File: config.mk
export PLATFORM = sky130hd
export DESIGN_NAME = cpu_uart_tx_flat
export DESIGN_NICKNAME = d
export VERILOG_FILES = /design/src/rtl/cpu_uart_tx_if.sv /design/src/rtl/cpu_uart_tx.sv /design/src/flat_wrapper.sv
export SDC_FILE = /design/constraint.sdc
export NUM_CORES = 1
export LEC_CHECK = 0
export ABC_AREA = 1
export CORE_UTILIZATION = 29
export CTS_BUF_LIST = sky130_fd_sc_hd__clkbuf_8
export DETAILED_ROUTE_END_ITERATION = 12
export GPL_TIMING_DRIVEN = 1
export PLACE_DENSITY = 0.59
export SYNTH_ARGS = -nofsm -noshare
export SYNTH_HDL_FRONTEND = slang
export SYNTH_SLANG_ARGS = --single-unit
File: constraint.sdc
create_clock -name clk -period 3.5 [get_ports clk]
set_input_delay 0.35 -clock clk [delete_from_list [all_inputs] [get_ports clk]]
set_output_delay 0.35 -clock clk [all_outputs]
set_load 0.02 [all_outputs]
File: src/rtl/cpu_uart_tx_if.sv
// cpu_uart_tx_if: 6502 system-bus slice seen by the memory-mapped UART.
//   AB  : CPU address bus (16 bits)
//   DO  : CPU write data (8 bits)
//   WE  : CPU write strobe, a write commits at the rising edge where WE=1
//   DI  : registered read data returned by the peripheral
//   sel : registered flag, DI belongs to this peripheral this cycle
// The master modport is the CPU side. The slave modport is the peripheral side.
interface cpu_uart_tx_if;
  logic [15:0] AB;
  logic [7:0]  DO;
  logic        WE;
  logic [7:0]  DI;
  logic        sel;

  modport master (output AB, output DO, output WE, input DI, input sel);
  modport slave  (input AB, input DO, input WE, output DI, output sel);
endinterface

File: src/rtl/cpu_uart_tx.sv
// cpu_uart_tx: memory-mapped 8-N-1 UART transmitter with a small TX FIFO.
//   clk      : system clock shared with the CPU core
//   reset_n  : asynchronous active-low reset
//   bus      : CPU bus slave (AB/DO/WE in, registered DI/sel out)
//   txd      : serial output, idle high
//   irq      : registered level interrupt, irq_en & fifo_empty & idle
// Register window at BASE_ADDR:
//   +0 DATA   (W: push byte, R: 0)
//   +1 STATUS (R: {0000, overflow, busy, empty, full}; W: clear overflow)
//   +2 CTRL   (bit0 irq_en)
//   +3 unused (R: 0)
module cpu_uart_tx #(
  parameter logic [15:0] BASE_ADDR    = 16'hD000,
  parameter int          CLKS_PER_BIT = 434,
  parameter int          FIFO_DEPTH   = 4
) (
  input  logic            clk,
  input  logic            reset_n,
  cpu_uart_tx_if.slave    bus,
  output logic            txd,
  output logic            irq
);
  localparam int AW = $clog2(FIFO_DEPTH);
  localparam int CW = AW + 1;
  localparam int KW = $clog2(CLKS_PER_BIT);
  localparam logic [KW-1:0] CLK_LAST = KW'(CLKS_PER_BIT - 1);
  localparam logic [CW-1:0] CNT_FULL = CW'(FIFO_DEPTH);

  typedef enum logic [1:0] {
    S_IDLE  = 2'd0,
    S_START = 2'd1,
    S_DATA  = 2'd2,
    S_STOP  = 2'd3
  } state_t;

  state_t          r_state;
  state_t          w_state_nxt;
  logic [KW-1:0]   r_clkcnt;
  logic [KW-1:0]   w_clkcnt_nxt;
  logic [2:0]      r_bitcnt;
  logic [2:0]      w_bitcnt_nxt;
  logic [7:0]      r_shift;
  logic [7:0]      w_shift_nxt;
  logic            r_txd;
  logic            w_txd_nxt;

  logic [7:0]      r_mem [FIFO_DEPTH];
  logic [AW-1:0]   r_wptr;
  logic [AW-1:0]   r_rptr;
  logic [CW-1:0]   r_count;
  logic            r_overflow;
  logic            r_irq_en;
  logic [7:0]      r_di;
  logic            r_sel;
  logic            r_irq;

  logic            w_hit;
  logic [1:0]      w_off;
  logic            w_wr;
  logic            w_push_req;
  logic            w_push;
  logic            w_drop;
  logic            w_pop;
  logic            w_full;
  logic            w_empty;
  logic            w_busy;
  logic            w_bit_end;
  logic [7:0]      w_head;
  logic [7:0]      w_status;
  logic [7:0]      w_rdata;

  assign w_hit      = (bus.AB[15:2] == BASE_ADDR[15:2]);
  assign w_off      = bus.AB[1:0];
  assign w_wr       = bus.WE & w_hit;
  assign w_push_req = w_wr & (w_off == 2'd0);
  assign w_full     = (r_count == CNT_FULL);
  assign w_empty    = (r_count == {CW{1'b0}});
  // A same-cycle pop frees the slot, so a push into a full FIFO is only dropped without one.
  assign w_push     = w_push_req & (~w_full | w_pop);
  assign w_drop     = w_push_req & w_full & ~w_pop;
  assign w_busy     = (r_state != S_IDLE);
  assign w_bit_end  = (r_clkcnt == CLK_LAST);
  assign w_head     = r_mem[r_rptr];
  assign w_status   = {4'b0000, r_overflow, w_busy, w_empty, w_full};

  assign txd     = r_txd;
  assign irq     = r_irq;
  assign bus.DI  = r_di;
  assign bus.sel = r_sel;

  // FIFO storage; contents need no reset because the count gates every read.
  always_ff @(posedge clk) begin
    if (w_push) begin
      r_mem[r_wptr] <= bus.DO;
    end
  end

  // FIFO pointers and occupancy count.
  always_ff @(posedge clk or negedge reset_n) begin
    if (!reset_n) begin
      r_wptr  <= {AW{1'b0}};
      r_rptr  <= {AW{1'b0}};
      r_count <= {CW{1'b0}};
    end else begin
      if (w_push) r_wptr <= r_wptr + AW'(1);
      if (w_pop)  r_rptr <= r_rptr + AW'(1);
      case ({w_push, w_pop})
        2'b10:   r_count <= r_count + CW'(1);
        2'b01:   r_count <= r_count - CW'(1);
        default: r_count <= r_count;
      endcase
    end
  end

  // TX FSM next-state, counters, shifter and next serial level.
  always_comb begin
    w_state_nxt  = r_state;
    w_clkcnt_nxt = r_clkcnt;
    w_bitcnt_nxt = r_bitcnt;
    w_shift_nxt  = r_shift;
    w_pop        = 1'b0;
    w_txd_nxt    = 1'b1;
    case (r_state)
      S_IDLE: begin
        w_clkcnt_nxt = {KW{1'b0}};
        if (!w_empty) begin
          w_pop       = 1'b1;
          w_shift_nxt = w_head;
          w_state_nxt = S_START;
        end else begin
          w_state_nxt = S_IDLE;
        end
      end
      S_START: begin
        if (w_bit_end) begin
          w_clkcnt_nxt = {KW{1'b0}};
          w_bitcnt_nxt = 3'd0;
          w_state_nxt  = S_DATA;
        end else begin
          w_clkcnt_nxt = r_clkcnt + KW'(1);
        end
      end
      S_DATA: begin
        if (w_bit_end) begin
          w_clkcnt_nxt = {KW{1'b0}};
          w_shift_nxt  = {1'b0, r_shift[7:1]};
          if (r_bitcnt == 3'd7) begin
            w_bitcnt_nxt = 3'd0;
            w_state_nxt  = S_STOP;
          end else begin
            w_bitcnt_nxt = r_bitcnt + 3'd1;
          end
        end else begin
          w_clkcnt_nxt = r_clkcnt + KW'(1);
        end
      end
      S_STOP: begin
        if (w_bit_end) begin
          w_clkcnt_nxt = {KW{1'b0}};
          // Chain straight into the next start bit when more data is queued.
          if (!w_empty) begin
            w_pop       = 1'b1;
            w_shift_nxt = w_head;
            w_state_nxt = S_START;
          end else begin
            w_state_nxt = S_IDLE;
          end
        end else begin
          w_clkcnt_nxt = r_clkcnt + KW'(1);
        end
      end
      default: begin
        w_state_nxt  = S_IDLE;
        w_clkcnt_nxt = {KW{1'b0}};
        w_bitcnt_nxt = 3'd0;
      end
    endcase
    // txd is registered from the next state so it changes on the same edge as the state.
    case (w_state_nxt)
      S_START: w_txd_nxt = 1'b0;
      S_DATA:  w_txd_nxt = w_shift_nxt[0];
      default: w_txd_nxt = 1'b1;
    endcase
  end

  // TX FSM state register; reset forces txd high without waiting for a clock.
  always_ff @(posedge clk or negedge reset_n) begin
    if (!reset_n) begin
      r_state  <= S_IDLE;
      r_clkcnt <= {KW{1'b0}};
      r_bitcnt <= 3'd0;
      r_shift  <= 8'h00;
      r_txd    <= 1'b1;
    end else begin
      r_state  <= w_state_nxt;
      r_clkcnt <= w_clkcnt_nxt;
      r_bitcnt <= w_bitcnt_nxt;
      r_shift  <= w_shift_nxt;
      r_txd    <= w_txd_nxt;
    end
  end

  // Read data mux; reads have no side effects.
  always_comb begin
    w_rdata = 8'h00;
    if (w_hit) begin
      case (w_off)
        2'd1:    w_rdata = w_status;
        2'd2:    w_rdata = {7'b0000000, r_irq_en};
        default: w_rdata = 8'h00;
      endcase
    end else begin
      w_rdata = 8'h00;
    end
  end

  // Control and status registers, registered read port, and interrupt.
  always_ff @(posedge clk or negedge reset_n) begin
    if (!reset_n) begin
      r_overflow <= 1'b0;
      r_irq_en   <= 1'b0;
      r_di       <= 8'h00;
      r_sel      <= 1'b0;
      r_irq      <= 1'b0;
    end else begin
      if (w_drop) begin
        r_overflow <= 1'b1;
      end else if (w_wr && (w_off == 2'd1)) begin
        r_overflow <= 1'b0;
      end
      if (w_wr && (w_off == 2'd2)) begin
        r_irq_en <= bus.DO[0];
      end
      r_di  <= w_rdata;
      r_sel <= w_hit;
      r_irq <= r_irq_en & w_empty & ~w_busy;
    end
  end
endmodule

File: src/flat_wrapper.sv
// flat-port wrapper written by rule: the top's interface ports become plain ports
module cpu_uart_tx_flat 
#(
  parameter logic [15:0] BASE_ADDR    = 16'hD000,
  parameter int          CLKS_PER_BIT = 434,
  parameter int          FIFO_DEPTH   = 4
)
  (clk, reset_n, txd, irq, bus_AB, bus_DO, bus_WE, bus_DI, bus_sel);
  cpu_uart_tx_if bus_i ();
  input  logic clk;
  input  logic reset_n;
  output logic txd;
  output logic irq;
  input wire logic [$bits(bus_i.AB)-1:0] bus_AB;
  input wire logic [$bits(bus_i.DO)-1:0] bus_DO;
  input wire logic [$bits(bus_i.WE)-1:0] bus_WE;
  output wire logic [$bits(bus_i.DI)-1:0] bus_DI;
  output wire logic [$bits(bus_i.sel)-1:0] bus_sel;
  assign bus_i.AB = bus_AB;
  assign bus_i.DO = bus_DO;
  assign bus_i.WE = bus_WE;
  assign bus_DI = bus_i.DI;
  assign bus_sel = bus_i.sel;
  cpu_uart_tx #(.BASE_ADDR(BASE_ADDR), .CLKS_PER_BIT(CLKS_PER_BIT), .FIFO_DEPTH(FIFO_DEPTH)) u_core (.clk(clk), .reset_n(reset_n), .bus(bus_i), .txd(txd), .irq(irq));
endmodule
==> impl_metrics.toml <==
[sta]
rsz0062_at_grt = "no"
tightestPinTransition_ns = 0.853
hold_viol = 0
finClkSkew_ns = 0.00717
setup_tns_ns = 0
post-route-min-period_ns = 2.42
finalSetupViolations = 0
fmax_mhz = 413
slew_violations = 0
period_share_pct = 69.2
max_slew_margin_pct = 43.1

[routing]
routed-via-count = 2474
viasPerCell = 4.43
firstDrtPassIters = 9
drc = 5
routed_wl_um = 6710
drt_first_iter_violations = 97
routedWlPerCell_um = 12.0
drt.antenna.violating_nets = 0

[final_layout]
diodes = 0
area_growth_pct = 18.7
nets = 454
drive_gt1_share_pct = 9.38
final_util_pct = 35.7

[worst_setup_path]
timing.critical_path.required_ns = 3.50
crit_slowest_cell = "nor2_1"
cp-start-kind = "register"
end_kind = "register"
path_buf_inv = 2
crit_type = "reg2reg"
cpPeakStageDelay_ns = 0.54
worstPathArrival_ns = 2.42
cp_top_family = "simple AND/OR/NAND/NOR gates"
crit_path_cell_trace = "inv_1 > ha_1 > inv_1 > nand2_8 > nand3_4 > nand2_1 > nand2_2 > nor2_1"
crit_top_cell = "inv_1"
crit_fanout = 10

[pwr]
p_per_area_nw_per_um2 = 377
ir_drop_mv = 0.240
power.leakage_nw = 1.81

[synth]
ys.warnings.count = 0
seq_area_frac_synth_pct = 55.3
syn_inst = 374
synth_top_cell_by_area = "edfxtp_1"
synth_area_um2 = 3460
synth_cell_types = 35
ys_ff_latch = 70
post-synth-top-count-cell = "nand2_1"
netlist.area_leader.share_pct = 27.8
ys_async_sr_fraction_pct = 54.3
synthTopCellsByArea = "edfxtp_1 (28%), dfrtp_1 (27%), nand2_1 (7.3%)"
syn_area_per_cell_um2 = 9.26
synth_edf_count = 32
synth_top_cells_by_count = "nand2_1 (67), nor2_1 (62), inv_1 (44)"
ys.flop_type = "dfrtp_1"

[clock_tree]
tritoncts = "yes"
root_buffer = "clkbuf_8"
path_clk_slew_ns = 0.07
postCtsSetupRepairBufs = 0
htree_levels = 3
clock_latency_ns = 0.36
cts.repair.resized = 0
clockBufferDepth = 2
holdBufCountCts = 0
cts_buffers = 9
cts.sinks = 70

[floorplanning]
dieArea_um2 = 12400
die_w_um = 111
die_h_um = 111
rows = 39
core_area_um2 = 11500
io_pins = 38
initial_core_util_pct = 30.1

[placement]
hpwl_um = 4870
numPortBuffers = 33
place_congestion = 0.800

[worst_hold_path]
hold_path.class = "in2async"

[status]
violations = "design-rule violations"
outcome = "finished with violations"

[global_route]
grt_pass1_wl_um = 11800
grt_max_degree = 39
grt_util_all_layers_pct = 12.3
grt-ovfl-total = 0
antenna_found_initial = 0
grt_pass1_vias = 2547

[run]
cap_viol_max_count = 0
-- final cells by class --
class	count	area (um2)
fill	1186	7410
sequential	70	1910
multi-input combinational	246	1310
timing repair buffer	33	325
inverter	51	191
tap	143	179
clock buffer	9	124
clock inverter	7	67.6
-- per-layer routing --
layer	up-vias	share of wire (%)	global-route usage, %
met3	12	5.1	3.88
li1	1266	-	-
met2	56	47	20.1
met5	-	0	0
met4	0	1.7	5.23
met1	1140	47	14.9
-- registers in the layout, summed over array words and instances (netlist names) --
register and count:
u_core.r_state 2, u_core.r_count 3, u_core.r_irq_en 1, u_core.r_overflow 1, u_core.r_rptr 2, u_core.r_wptr 2
u_core.bus.sel 1, u_core.r_mem 32, u_core.r_clkcnt 9, u_core.bus.DI 4, u_core.txd 1, u_core.r_shift 8
u_core.r_bitcnt 3, u_core.irq 1
-- worst reg2reg max path: cells and delay by family, from the launching register on --
kind	cells	cell delay, ns
buf+inv	2	0.32
simple gates	5	1.04
flops	1	0.42
fa+ha+maj	1	0.27
-- path summary, 6_finish.rpt --
| check | endpoint | depth (start not counted) | startpoint | slack [ns] |
|---|---|---|---|---|
| min in group clk | u_core.r_shift[2] | 2 | u_core.r_shift[2] | 0.49 |
| hold reg to reg | u_core.r_shift[2] | 2 | u_core.r_shift[2] | 0.49 |
| max in group asynchronous | u_core.r_state[1] | 1 | reset_n | 2.86 |
| setup / recovery | u_core.r_mem[2][3] | 8 | u_core.r_state[0] | 1.08 |
| setup reg to reg | u_core.r_mem[2][3] | 8 | u_core.r_state[0] | 1.08 |
| hold / removal | u_core.r_clkcnt[4] | 1 | reset_n | 0.1 |
-- placed cells by master, fill, tap and decap left out, drive strengths merged --
master,instances
fa,1
and3,1
nand2,75
dfrtp,37
clkdlybuf4s50,32
bufinv,1
a22oi,1
a22o,1
a21oi,11
dfstp,1
xnor2,1
a21boi,1
nor3,4
edfxtp,32
clkinv,4
clkinvlp,1
xor2,6
or2,1
buf,1
inv,52
nand3,17
a32o,1
o21ai,34
ha,15
conb,4
clkbuf,9
o211ai,1
nor2,67
o22ai,4
-- per-stage QoR --
step / hold WS (ns) / cell area, um2 / total power, mW / setup WS, ns / cells
floorplan: 0.0544 / 3470 / 0.892 / 1.46 / 377
global placement: 0.464 / 3920 / 0.931 / 1.03 / 543
detailed placement: 0.472 / 3920 / 0.932 / 0.994 / 543
CTS: 0.119 / 4110 / 1.57 / 1.04 / 559
global route: 0.174 / 4110 / 1.60 / 0.839 / 559
finish: 0.0988 / 4110 / 1.55 / 1.08 / 559
-- kinds of logic (layout without fill, tap and decap cells) --
family | Yosys count | count (layout) | share of synthesized area [%]
fa+ha+maj | 16 | 16 | 6.00
other cells | 1 | 4 | 0.108
buf+inv | 61 | 100 | 7.26
flops | 70 | 70 | 55.3
compound gates | 54 | 54 | 8.53
xor+xnor | 7 | 7 | 1.77
simple gates | 165 | 165 | 21.1
-- power by group --
group / internal, mW / switching, mW / leakage (nW) / total, mW
registers: 0.860 / 0.000330 / 0.755 / 0.861
clock network: 0.325 / 0.310 / 0.0980 / 0.634
logic: 0.0279 / 0.0256 / 0.955 / 0.0536
total: 1.21 / 0.336 / 1.81 / 1.55
Power figures use the tool's default switching activity.
